==> src/rtl/pid_param_loader.sv <==
// Framed, checksummed byte-command parser feeding a bank of PID parameter registers,
// with ACK/NAK/read-back responses, inter-byte timeout and a saturating error counter.
module pid_param_loader #(
    parameter int              NUM_REGS  = 4,
    parameter int              WIDTH     = 16,
    parameter int              TIMEOUT   = 100000,
    parameter logic [WIDTH-1:0] RESET_VAL = '0
) (
    input  logic                      clk_in,
    input  logic                      reset,
    input  logic                      data_rdy,
    input  logic [7:0]                data_in,
    output logic [7:0]                tx_byte,
    output logic                      tx_valid,
    input  logic                      tx_ready,
    output logic [NUM_REGS*WIDTH-1:0] regs,
    output logic                      update_pulse,
    output logic [6:0]                wr_addr,
    output logic [7:0]                err_count
);
    localparam int BYTES = WIDTH / 8;
    localparam int BW    = $clog2(BYTES + 1);
    localparam int TW    = $clog2(TIMEOUT + 1);
    localparam logic [7:0] SOF = 8'hA5;
    localparam logic [7:0] ACK = 8'h06;
    localparam logic [7:0] NAK = 8'h15;

    typedef enum logic [2:0] {S_IDLE, S_CMD, S_DATA, S_CHK, S_RESP} state_e;
    state_e state_q, state_d;

    logic [6:0]                     addr_q;
    logic                           rd_q;
    logic [7:0]                     chk_q;
    logic [WIDTH-1:0]               data_q;
    logic [BW-1:0]                  dcnt_q;
    logic [TW-1:0]                  tmo_q;
    logic                           exec_q;
    logic                           ok_q;
    logic [WIDTH-1:0]               resp_q;
    logic [BW-1:0]                  rem_q;
    logic [NUM_REGS-1:0][WIDTH-1:0] regs_q;
    logic [7:0]                     tx_byte_q;
    logic                           tx_valid_q;
    logic                           upd_q;
    logic [6:0]                     wr_addr_q;
    logic [7:0]                     err_q;

    logic in_frame, timeout, tx_done, addr_ok, err_inc;

    assign in_frame = (state_q == S_CMD) || (state_q == S_DATA) || (state_q == S_CHK);
    assign timeout  = in_frame && !data_rdy && (tmo_q == TW'(TIMEOUT - 1));
    assign tx_done  = tx_valid_q && tx_ready && (rem_q == '0) && !exec_q;
    assign addr_ok  = int'(addr_q) < NUM_REGS;
    assign err_inc  = timeout || (exec_q && !ok_q);

    always_ff @(posedge clk_in or posedge reset) begin
        if (reset) state_q <= S_IDLE;
        else       state_q <= state_d;
    end

    always_comb begin
        state_d = state_q;
        case (state_q)
            S_IDLE: if (data_rdy && data_in == SOF) state_d = S_CMD;
            S_CMD:  if (data_rdy) state_d = data_in[7] ? S_CHK : S_DATA;
            S_DATA: if (data_rdy && dcnt_q == BW'(BYTES - 1)) state_d = S_CHK;
            S_CHK:  if (data_rdy) state_d = S_RESP;
            S_RESP: if (tx_done) state_d = S_IDLE;
            default: state_d = S_IDLE;
        endcase
        if (timeout) state_d = S_IDLE;
    end

    always_ff @(posedge clk_in or posedge reset) begin
        if (reset) begin
            addr_q     <= '0;
            rd_q       <= 1'b0;
            chk_q      <= '0;
            data_q     <= '0;
            dcnt_q     <= '0;
            tmo_q      <= '0;
            exec_q     <= 1'b0;
            ok_q       <= 1'b0;
            resp_q     <= '0;
            rem_q      <= '0;
            regs_q     <= {NUM_REGS{RESET_VAL}};
            tx_byte_q  <= '0;
            tx_valid_q <= 1'b0;
            upd_q      <= 1'b0;
            wr_addr_q  <= '0;
            err_q      <= '0;
        end else begin
            upd_q  <= 1'b0;
            exec_q <= 1'b0;
            tmo_q  <= (in_frame && !data_rdy && !timeout) ? tmo_q + 1'b1 : '0;
            if (err_inc && err_q != 8'hFF) err_q <= err_q + 1'b1;

            // The checksum register starts at CMD, which is also the whole read checksum.
            if (data_rdy) begin
                case (state_q)
                    S_CMD: begin
                        addr_q <= data_in[6:0];
                        rd_q   <= data_in[7];
                        chk_q  <= data_in;
                        dcnt_q <= '0;
                    end
                    S_DATA: begin
                        data_q <= WIDTH'({data_q, data_in});
                        chk_q  <= chk_q ^ data_in;
                        dcnt_q <= dcnt_q + 1'b1;
                    end
                    S_CHK: begin
                        exec_q <= 1'b1;
                        ok_q   <= (data_in == chk_q) && addr_ok;
                    end
                    default: ;
                endcase
            end

            if (exec_q) begin
                tx_valid_q <= 1'b1;
                rem_q      <= '0;
                if (!ok_q) begin
                    tx_byte_q <= NAK;
                end else begin
                    tx_byte_q <= ACK;
                    if (rd_q) begin
                        rem_q <= BW'(BYTES);
                        for (int i = 0; i < NUM_REGS; i++)
                            if (addr_q == 7'(i)) resp_q <= regs_q[i];
                    end else begin
                        for (int i = 0; i < NUM_REGS; i++)
                            if (addr_q == 7'(i)) regs_q[i] <= data_q;
                        upd_q     <= 1'b1;
                        wr_addr_q <= addr_q;
                    end
                end
            end else if (tx_valid_q && tx_ready) begin
                if (rem_q != '0) begin
                    tx_byte_q <= resp_q[WIDTH-1 -: 8];
                    resp_q    <= resp_q << 8;
                    rem_q     <= rem_q - 1'b1;
                end else begin
                    tx_valid_q <= 1'b0;
                end
            end
        end
    end

    assign regs         = regs_q;
    assign tx_byte      = tx_byte_q;
    assign tx_valid     = tx_valid_q;
    assign update_pulse = upd_q;
    assign wr_addr      = wr_addr_q;
    assign err_count    = err_q;

endmodule

==> config.mk <==
export PLATFORM = sky130hd
export DESIGN_NAME = pid_param_loader
export DESIGN_NICKNAME = d
export VERILOG_FILES = /design/src/rtl/pid_param_loader.sv
export SDC_FILE = /design/constraint.sdc
export NUM_CORES = 1
export LEC_CHECK = 0
export BUFFER_PORTS_ARGS = -buffer_cell sky130_fd_sc_hd__buf_2
export CAP_MARGIN = 25
export CORE_ASPECT_RATIO = 1.2
export CORE_MARGIN = 10
export CORE_UTILIZATION = 45
export DETAILED_ROUTE_END_ITERATION = 8
export GPL_TIMING_DRIVEN = 0
export PLACE_DENSITY = 0.67
export SYNTH_ARGS = -nofsm -noshare
export SYNTH_HDL_FRONTEND = slang
export SYNTH_SLANG_ARGS = --single-unit
==> constraint.sdc <==
create_clock -name clk_in -period 4.8 [get_ports clk_in]
set_input_delay 0.24 -clock clk_in [delete_from_list [all_inputs] [get_ports clk_in]]
set_output_delay 0.24 -clock clk_in [all_outputs]
set_load 0.01 [all_outputs]
# Word level (Yosys, flattened, before mapping)
# Cells that the tools add are included.
# totals
ff_bits,163
elab_cells,123
inputBits,12
out_inout_bits,89
# op_classes
eq_ne,21
order_cmp,1
n_bitwise,2
n_addsub,4
mux,37
reduce_logical,38
# op_table
operator,n
$mux W16,9
$mux W8,3
$mux W3,6
$add A17 B1 Y17 const B,1
$eq A17 B17 Y1 const B,1
$mux W17,1
$pmux W8 S2,1
$reduce_and A4 Y1,4
$pmux W3 S5,1
$eq A7 B2 Y1 const B,2
$ne A3 B3 Y1 const B,4
$reduce_and A2 Y1,6
$logic_and A1 B1 Y1,11
$mux W2,5
$reduce_and A5 Y1,2
$mux W1,9
$add A8 B1 Y8 const B,1
$eq A8 B8 Y1,1
$eq A8 B8 Y1 const B,1
$ne A8 B8 Y1 const B,1
$reduce_bool A2 Y1,4
$xor A8 B8 Y8,1
$eq A7 B1 Y1 const B,1
$logic_not A7 Y1,1
other kinds (19),26

# Longest topological paths before layout
# Gate-level depths: netlist of run 1.
# depth
depth_word,8
ltp_mapped,8
mapped_depth_nobuf,7

# Least setup slack after synthesis of run 1
# No wires, ideal clock.
# synth_path
kind,register to register
start,register tmo_q[0]
end,"register err_q[6], in the netlist err_count[6]"
n_path_buf,0
setup_slack_ns,2.746
required_ns,4.672
arrival_ns,1.926
setup_ns,0.128
stages_incl_launch_ff,7
period_less_slack_ns,2.054
cell_sequence,dfrtp_1 > ha_1 > and4_1 > nand4_1 > o41a_4 > nor4_4 > mux2_1
# synth_via
elab_chain_cells,4
# synth_lines
element,line_no,source
"start, declared",36,logic [TW-1:0] tmo_q;
"start signal, assigned",95,tmo_q <= (in_frame && !data_rdy && !timeout) ? tmo_q + 1'b1 : '0;
$eq A17 B17 Y1,51,assign timeout = in_frame && !data_rdy && (tmo_q == TW'(TIMEOUT - 1));
$logic_and A1 B1 Y1,51,
$logic_or A1 B1 Y1,54,assign err_inc = timeout || (exec_q && !ok_q);
$logic_and A1 B1 Y1,96,if (err_inc && err_q != 8'hFF) err_q <= err_q + 1'b1;
"end signal, assigned",96,
"end, declared",46,logic [7:0] err_q;
# No other way between the ends.
# A chain may end at the register's enable or synchronous reset.

# Worst setup path after layout of run 1
# layout_path
start,register addr_q[3]
end,register regs_q (netlist bit regs[24])
# layout_via
elab_chain_cells,2
# layout_lines
element,line_no,source
"start, declared",31,logic [6:0] addr_q;
"start signal, assigned",102,addr_q <= data_in[6:0];
$eq A7 B1 Y1,133,if (addr_q == 7'(i)) regs_q[i] <= data_q;
$reduce_and A4 Y1 (no line),-,
"end signal, assigned",86,regs_q <= {NUM_REGS{RESET_VAL}};
"end signal, assigned by index",133,
"end, declared",41,logic [NUM_REGS-1:0][WIDTH-1:0] regs_q;
# No other way between the ends.

==> results.md, run 1 <==
- CTS Hold Bufs: 0
- Yosys cell types: 57
- Total Wirelength: ~19 mm
- Multi-input gate area: between 3000 and 4000 sq um
- Final Non-Filler Cells: 960
- Post-CTS setup buffer count: 0
- Yosys reg bits: 163
- Inserted Diodes: 0
- Fraction of registers with async set/reset: between 90% and 100%
- Layout Nets: around 750
- Clock Tree Root: clkbuf_16
- Max Freq: 0.423 GHz
- Row Count: 51
- First-pass DRT Iterations: 5
- Synthesized area: 7430 sq um
- Port buffer count: between 90 and 100
- PD cells: 541 nW/um^2
- CP max FO: 10
- Initial Utilization: about 46%
- Syn. warnings: 0
- Worst Skew: roughly 9 ps
- Setup CP Type: register to register
- Final Power: roughly 0.0048 W
- # DRC: 0
- Pre-CTS WS: 2400 ps
- Hpwl dp: ~14 mm
- Req. time, crit path: just over 5000 ps
- Final setup vio count: 0
- Die H: about 160 microns
- Synth-to-Final Area Change: 19.3%
- Core area: 16200 sq um
- Average vias per placed instance: approximately 5.5
- Clk Latency, worst-skew pair: around 420 ps
- Die Wd: approximately 140 microns
- Clock power share: around 30%
- Worst Hold Class: input port to async pin
- Yosys top cell by area: dfrtp_1
- Iter 0 DRT Violations: a little under 400
- Post-Synthesis Cells: between 600 and 700
- Crit path arrival time: ~2700 ps
- CTS tree: yes
- Net Sw Frac: between 30% and 40%
- Avg Inst Size Synth: 12.1 sq um
- Critical Path End Type: register
- Post-synth EDFFs: 0
- Synthesized Nets: 632
- Outcome: complete, no violations
- Layout cells sized above 1: between 30% and 40%
- Top-area cell type share of the netlist area: approximately 55%
- Most frequent cells in the layout: dfrtp_1, buf_2, mux2_2, nand2_1, nor2_1
- Vias: ~5300
- PostCTS Resize Cnt: 0
- TritonCTS sink count: between 150 and 200
- CTS clk-pin slew, worst paths: 60 ps
- WL per Instance: 19.5 microns
- Startpoint Class: register
- Register area: 4080 sq um
- Final Hold Violating Endpoints: 0
- Gr usage total: 17.6%
- H-tree levels: 4
- Final Cycle Share: between 40% and 50%
- Fin crit period: ~2400 ps
- Post-DRT Antenna Nets: 0
- First-pass GRT wire length: just over 30 mm
- Leak pwr: about 4.4 nW
- Max clock buf depth: 2
- Vias in the first global route: about 5500
- Largest net degree at the start of global routing: 97
- Antenna violations before repair: 0
- DIE AREA: between 20000 and 25000 sq um
- Final Max Tran Viols: 0
- Final Wtd Congestion: roughly 0.85
- Net Sw Power: between 0.0015 and 0.002 W
- Sequential share of power: 42.0%
- Placed cell count: slightly above 900
- VDD IR max: 0.000260 V
- Max-slew headroom: roughly two fifths
- RSZ-0062 raised after global routing: no
- Number of max-cap violations: 0
- Worst slew pin tran: 876 ps
- Internal power: around 0.0031 W
- Setup slack after layout: roughly 2400 ps
- Layout fillers: 1447
- Part of the power in combinational logic: 28.0%
- Leading cell type in the layout, fill and taps excluded: dfrtp_1
- Top FF cell, synth: dfrtp_1
- Total global routing overflow: 0
- Number of CTS-inserted buffers: 17
- I/O Pins: ~100
- Seq/Total Area, Yosys: a little over half
- Synth area leaders: dfrtp_1, mux2_2, nand2_1
worst paths after layout:
| kind | start | end | slack (ps) | cells after the start |
|---|---|---|---|---|
| hold / removal | reset | tmo_q[16] | 10 | 2 |
| min in group clk_in | data_in[2] | addr_q[2] | 120 | 3 |
| setup reg to reg | addr_q[3] | regs[24] | 2430 | 6 |
| setup / recovery | addr_q[3] | regs[24] | 2430 | 6 |
| hold reg to reg | dcnt_q[0] | dcnt_q[0] | 490 | 1 |
| max in group asynchronous | reset | dcnt_q[1] | 3960 | 3 |
final cells by class:
class | count | area share, %
clock buffers | 22 | 5.58
clock inverters | 10 | 1.65
repair buffers | 100 | 5.90
inverters | 17 | 0.776
multi-input cells | 407 | 35.5
plain buffers | 29 | 1.59
flip-flops and latches | 163 | 46.0
well taps | 212 | 2.99
registers in the layout, indices dropped and copies added (netlist names):
register / flops
chk_q: 8
err_count: 8
addr_q: 7
ok_q: 1
update_pulse: 1
data_q: 16
rd_q: 1
wr_addr: 7
resp_q: 16
rem_q: 2
regs: 64
tx_byte: 8
exec_q: 1
tmo_q: 17
tx_valid: 1
dcnt_q: 2
state_q: 3
cell usage after synthesis, drive strengths merged (6+ instances only):
cell type / number
dfrtp: 163
mux2: 94
nand2: 68
nor2: 38
a21oi: 26
xor2: 24
nor3: 19
o21ai: 19
inv: 17
buf: 15
clkbuf: 14
a22oi: 13
a22o: 8
mux4: 8
o22ai: 8
mux2i: 7
nand4: 6
or3: 6
metrics by stage:
step	cell area, sq um	hold WS [ps]	setup TNS, ps	util [%]
floorplan	7430	345	0	-
global placement	8190	470	-234050	50.5
detailed placement	8220	484	0	50.7
CTS	8860	52.0	0	54.7
global route	8860	84.9	0	54.7
finish	8860	10.2	0	54.7
routing by layer:
| metal | track usage [%] | up-vias | wire (microns) |
|---|---|---|---|
| met1 | 22.0 | 2681 | 7890 |
| met2 | 28.8 | 139 | 9540 |
| met5 | 0 | - | 0 |
| met3 | 4.65 | 21 | 977 |
| met4 | 5.52 | 0 | 311 |
| li1 | - | 2430 | - |
worst max-delay path, cell delays in order, from the launching register on:
cell and delay (ps):
dfrtp_1 420, or3_4 440, nor2_8 170, nand2_2 110, nor3b_4 510, buf_6 250, mux2_2 350
logic make-up after synthesis:
family	share of synthesized area, %
buf+inv	2.76
fa+ha+maj	0.674
xor+xnor	3.30
mux	17.6
compound gates	8.47
flops	54.9
simple gates	12.3
power by group through the flow:
stage	Sequential [W]	Clock [W]	Combinational, W
after floorplan	0.00199	0	0.000906
after global placement	0.00201	0	0.00130
after detailed placement	0.00204	0	0.00134
after CTS	0.00201	0.00146	0.00136
after global routing	0.00207	0.00153	0.00150
final	0.00201	0.00144	0.00134
No activity file was read; power rests on OpenSTA's default activity.
==> run 2, diff against run 1 <==
PLACE_DENSITY = unset   (was 0.67)
clock period = 2.4 ns   (was 4.8 ns; I/O delays follow)
==> run 2 against run 1 <==
  * Count of clock-buffer cells in the layout down 5
  * Via count grew 1.0%
  * Setup slack lost 2300 ps
  * Sequential share of layout area fell by 0.63 points
  * Fmax up 3.0%
  * Combinational power grew 100%
  * Final area grew 1.4%
  * Sequential cell count stayed put
  * Global-route usage is essentially flat
  * Critical endpoint is now err_count[6]
  * Largest cell class unchanged
  * Largest power group unchanged
  * Highest routed layer unchanged
==> results.md, run 2 (synthesized netlist as in run 1, its figures left out) <==
- Internal power: 0.00598 W (+90%)
- Fin crit period: 2300 ps (-68.3 ps)
- Post-DRT Antenna Nets: 0 (unchanged)
- Final setup vio count: 0 (unchanged)
- Clock power share: 27.5% (-2.5 points)
- Core area: 16200 sq um (unchanged)
- Port buffer count: 99 (unchanged)
- Die H: 161 microns (unchanged)
- First-pass DRT Iterations: 5 (unchanged)
- Crit path buffers/inverters: 0 (-1)
- H-tree levels: 4 (unchanged)
- CTS clk-pin slew, worst paths: 60 ps (about the same)
- Vias: 5325 (+1.0%)
- Layout Nets: 768 (+2.3%)
- Die Wd: 137 microns (unchanged)
- Critical path cell sequence: ha_4 > and4_4 > nand4_1 > o41a_4 > nor4_4 > mux2_1
- Average vias per placed instance: 5.46 (-0.63%)
- Row Count: 51 (unchanged)
- PD cells: 1040 nW/um^2 (+92%)
- Final Max Tran Viols: 0 (unchanged)
- Vias in the first global route: 5654 (+2.3%)
- Startpoint Class: register
- RSZ-0062 raised after global routing: no
- Number of max-cap violations: 0 (unchanged)
- Total global routing overflow: 0 (unchanged)
- Clk Latency, worst-skew pair: 430 ps (about the same)
- Most frequent cells in the layout: dfrtp_1, buf_2, mux2_2, nand2_1, nor2_1
- Inserted Diodes: 0 (unchanged)
- VDD IR max: 0.000616 V (+140%)
- CTS tree: yes
- Final Hold Violating Endpoints: 0 (unchanged)
- Antenna violations before repair: 0 (unchanged)
- CP max stage cell: o41a_4
- Total Wirelength: 19.0 mm (+1.3%)
- Outcome: complete, no violations
- Worst Hold Class: input port to register
- Crit path arrival time: 2600 ps (-70 ps)
- Worst Skew: 9.93 ps (+1.15 ps)
- Iter 0 DRT Violations: 292 (-24%)
- TritonCTS sink count: 163 (unchanged)
- Layout fillers: 1422 (-1.7%)
- Hpwl dp: 14.0 mm (+3.5%)
- Setup TNS: 0 ps (unchanged)
- Req. time, crit path: 2710 ps (-2400 ps)
- CP max FO: 8 (-2)
- First-pass GRT wire length: 30.6 mm (about the same)
- Layout cells sized above 1: 36.1% (+0.70 points)
- I/O Pins: 101 (unchanged)
- Net Sw Frac: 35.9% (+1.6 points)
- Leak pwr: 4.43 nW (+1.0%)
- DIE AREA: 22100 sq um (unchanged)
- Number of CTS-inserted buffers: 17 (unchanged)
- Post-route design area: 8990 sq um (+1.4%)
- Final Power: 0.00934 W (+95%)
- Max reg flops: 64 (unchanged)
- Sequential share of power: 43.4% (+1.4 points)
- Net Sw Power: 0.00336 W (+100%)
- Critical Path End Type: register
- Largest net degree at the start of global routing: 44 (-55%)
- Part of the power in combinational logic: 29.0% (+1.0 points)
- Worst slew pin tran: 717 ps (-159 ps)
- Placed Area: 8280 sq um (+0.62%)
- Initial Utilization: 45.8% (unchanged)
- Final Cycle Share: 95.7% (+46 points)
- Crit path largest cell delay: 580 ps (+70 ps)
- Worst path top cell family by delay: simple AND/OR/NAND/NOR gates
- WL per Instance: 19.4 microns (-0.33%)
- Final Wtd Congestion: 0.845 (about the same)
- Synth-to-Final Area Change: 20.9%
- Gr usage total: 17.6% (+0.033 points)
- Leading cell type in the layout, fill and taps excluded: dfrtp_1
- Clock Tree Root: clkbuf_16
- # DRC: 0 (unchanged)
- Max clock buf depth: 2 (unchanged)
- Core Util, Final: 55.5% (+0.76 points)
- Max-slew headroom: 52.1% (+10 points)
- Setup CP Type: register to register
- Hold Worst Slack: 12.6 ps (+2.40 ps)
- Max Freq: 0.435 GHz (+3.0%)
run 2: changes by cell type in the layout (fill, tap and decap cells not counted), moves of 2 or more:
cell	delta
buf_4	+6
bufinv_16	-2
clkinv_4	+3
buf_12	+4
clkinv_2	+2
dlygate4sd3_1	+8
clkbuf_8	-5
run 2: path summary, 6_finish.rpt:
kind	from	to	slack, ps	cells after the start
worst max-delay path	tmo_q[0]	err_count[6]	100	6
worst min-delay path	data_in[0]	addr_q[0]	10	3
worst min register to register	tx_byte[2]	tx_byte[2]	500	2
max in group asynchronous	reset	regs[20]	990	6
worst max register to register	tmo_q[0]	err_count[6]	100	6
min in group asynchronous	reset	tx_byte[3]	360	3
run 2: repair_timing:
| action | CTS | global route |
|---|---|---|
| endpoints found under the setup margin | 0 | 29 |
| resized for setup | 0 | 5 |
| hold endpoints to repair | 35 | 0 |
| buffers inserted | 0 | 6 |
| hold buffers | 8 | 0 |
run 2: power by group through the flow:
| stage | clock network, W | logic [W] | registers (W) |
|---|---|---|---|
| global placement | 0 | 0.00259 | 0.00406 |
| finish | 0.00257 | 0.00271 | 0.00405 |
| CTS | 0.00262 | 0.00272 | 0.00405 |
| detailed placement | 0 | 0.00269 | 0.00410 |
| floorplan | 0 | 0.00181 | 0.00397 |
| global route | 0.00274 | 0.00303 | 0.00415 |
run 2: worst min-delay path, delay by kind of cell:
family / cells / cell delay [ps]
buffers and inverters: 1 / 150
and+or+nand+nor: 2 / 120
run 2: area by class of cell:
class,instances,area (sq um),share of cell area (%)
plain buffers,29,141,1.57
clock buffers,17,425,4.73
clock inverters,14,133,1.48
inverters,17,67.6,0.752
multi-input cells,407,3180,35.3
flip-flops and latches,163,4080,45.4
well taps,212,265,2.95
repair buffers,117,701,7.80
run 2: stage by stage:
step | setup WS [ps] | cells
2_1_floorplan | 209 | 616
3_3_place_gp | -722 | 927
5_1_grt | 27.4 | 976
3_5_place_dp | 68.2 | 931
6_report | 102 | 976
4_1_cts | 55.8 | 970
run 2: routing by layer:
metal	wire length, microns	GRT usage (%)	up-vias
li1	-	-	2473
met1	8260	22.1	2692
met2	9450	28.7	140
met3	1040	4.87	20
met4	221	5.42	0
met5	0	0	-
==> run 3, diff against run 2 <==
HOLD_SLACK_MARGIN = 0.12   (was unset)
==> run 3 against run 2 <==
  * Sequential cell count stayed put
  * Sequential share of layout area fell by 0.15 points
  * Core utilization up 0.19 points
  * Die area stayed put
  * Largest cell class unchanged
  * Highest routed layer unchanged
==> results.md, run 3 (synthesized netlist as in run 1, its figures left out) <==
- Final setup vio count: 0 (unchanged)
- Clock Tree Root: clkbuf_16
- Clk Latency, worst-skew pair: 430 ps (about the same)
- Vias in the first global route: 5667 (+0.23%)
- Placed Area: 8280 sq um (unchanged)
- CTS clk-pin slew, worst paths: 60 ps (about the same)
- Worst reg2reg path depth: 6 (unchanged)
- Inserted Diodes: 0 (unchanged)
- Leak pwr: 4.44 nW (+0.28%)
- Layout cells sized above 1: 36.0% (-0.14 points)
- Die Wd: 137 microns (unchanged)
- Final Wtd Congestion: 0.845 (unchanged)
- Hpwl dp: 14.0 mm (unchanged)
- Number of max-cap violations: 0 (unchanged)
- Crit path buffers/inverters: 0 (unchanged)
- Final Max Tran Viols: 0 (unchanged)
- Core area: 16200 sq um (unchanged)
- Antenna violations before repair: 0 (unchanged)
- DIE AREA: 22100 sq um (unchanged)
- Max clock buf depth: 2 (unchanged)
- Crit path largest cell delay: 580 ps (about the same)
- Initial Utilization: 45.8% (unchanged)
- Average vias per placed instance: 5.45 (about the same)
- Leading cell type in the layout, fill and taps excluded: dfrtp_1
- Port buffer count: 99 (unchanged)
- Worst reg2reg startpoint: tmo_q[0]
- Max Freq: 0.435 GHz (about the same)
- Final Hold Violating Endpoints: 0 (unchanged)
- Final Non-Filler Cells: 979 (+0.31%)
- Net Sw Frac: 35.9% (-0.037 points)
- Max-slew headroom: 52.1% (about the same)
- H-tree levels: 4 (unchanged)
- Gr usage total: 17.7% (+0.033 points)
- Max reg flops: 64 (unchanged)
- Req. time, crit path: 2700 ps (about the same)
- RSZ-0062 raised after global routing: no
- Die H: 161 microns (unchanged)
- Worst path top cell family by delay: simple AND/OR/NAND/NOR gates
- TritonCTS sink count: 163 (unchanged)
- Total global routing overflow: 0 (unchanged)
- I/O Pins: 101 (unchanged)
- Synth-to-Final Area Change: 21.4%
- CP max FO: 8 (unchanged)
- Worst R2R End: err_count[6]
- Row Count: 51 (unchanged)
- Net Sw Power: 0.00335 W (about the same)
- Most frequent cells in the layout: dfrtp_1, buf_2, mux2_2, nand2_1, nor2_1
- Critical Path End Type: register
- PD cells: 1040 nW/um^2 (-0.33%)
- Critical path cell sequence: ha_4 > and4_4 > nand4_1 > o41a_4 > nor4_4 > mux2_1
- Fin crit period: 2300 ps (+1.12 ps)
- Largest net degree at the start of global routing: 44 (unchanged)
- Part of the power in combinational logic: 29.1% (about the same)
- Clock power share: 27.5% (about the same)
- Number of CTS-inserted buffers: 17 (unchanged)
- CTS tree: yes
- Post-route design area: 9020 sq um (+0.33%)
- Critical path endpoint: err_count[6]
- Worst Skew: 9.54 ps (-0.388 ps)
- Setup CP Type: register to register
- Outcome: complete, no violations
- Startpoint Class: register
- Launch point of the worst path: tmo_q[0]
- VDD IR max: 0.000616 V (about the same)
- CP max stage cell: o41a_4
- Worst Hold Class: input port to async pin
- WL per Instance: 19.3 microns (-0.52%)
- Final Cycle Share: 95.8% (about the same)
- Iter 0 DRT Violations: 298 (+2.1%)
- R2R setup slack: 100 ps (about the same)
- Sequential share of power: 43.4% (about the same)
- First-pass DRT Iterations: 5 (unchanged)
- Placed cell count: 931 (unchanged)
- Total Wirelength: 18.9 mm (-0.22%)
- WP depth: 6 (unchanged)
- Layout Nets: 771 (+0.39%)
- Vias: 5339 (+0.26%)
- Internal power: 0.00599 W (about the same)
- Worst slew pin tran: 717 ps (+0.0580 ps)
- Crit path arrival time: 2600 ps (about the same)
- # DRC: 0 (unchanged)
- Post-DRT Antenna Nets: 0 (unchanged)
- First-pass GRT wire length: 30.7 mm (+0.23%)
-- run 3: routing by layer --
metal,GRT usage [%],share of wire [%],wire (microns),up-vias
met2,28.8,50,9500,130
li1,-,-,-,2476
met4,5.42,0.98,185,0
met3,4.87,5.1,973,14
met5,0,0,0,-
met1,22.2,44,8270,2719
-- run 3: worst register-to-register path, cell delays in order, from the launching register on --
cell and delay (ps):
dfrtp_1 410, ha_4 170, and4_4 240, nand4_1 170, o41a_4 580, nor4_4 270
mux2_1 350
-- run 3: metrics by stage --
stage	hold WS, ps	TNS (ps)	setup WS, ps	util, %	total power, W
after detailed placement	273	0	68.2	51.1	0.00679
after floorplan	225	0	209	-	0.00578
after global placement	421	-115970	-722	50.6	0.00665
after global routing	415	0	27.4	55.6	0.00992
final	361	0	101	55.6	0.00934
after CTS	377	0	55.8	55.2	0.00939
-- run 3: worst min path at each step --
stage | slack (ps) | cells past startpoint | to | start
after floorplan | 230 | 2 | addr_q[0] | data_in[0]
after global placement | 420 | 3 | addr_q[2] | data_in[2]
after CTS | 380 | 3 | tx_byte[3] | reset
after detailed placement | 270 | 2 | tx_byte[3] | reset
final | 360 | 3 | tx_byte[3] | reset
after global routing | 410 | 3 | resp_q[15] | reset
-- run 3: power groups by stage --
| stage | sequential (W) | clock [W] | combinational [W] |
|---|---|---|---|
| floorplan | 0.00397 | 0 | 0.00181 |
| CTS | 0.00405 | 0.00262 | 0.00272 |
| finish | 0.00405 | 0.00257 | 0.00272 |
| global route | 0.00415 | 0.00274 | 0.00303 |
| detailed placement | 0.00410 | 0 | 0.00269 |
| global placement | 0.00406 | 0 | 0.00259 |
-- run 3: what timing repair did --
| item | CTS | global route |
|---|---|---|
| hold buffers | 11 | 0 |
| hold endpoints to repair | 53 | 0 |
| resized for setup | 0 | 5 |
| buffers inserted | 0 | 6 |
| setup endpoints to repair | 0 | 29 |
-- run 3: cell type report --
class                      instances  area, sq um
fill                            1417         7190
sequential                       163         4080
multi-input combinational        407         3180
timing repair buffer             120          731
clock buffer                      17          425
tap                              212          265
buffer                            29          141
clock inverter                    14          133
inverter                          17         67.6
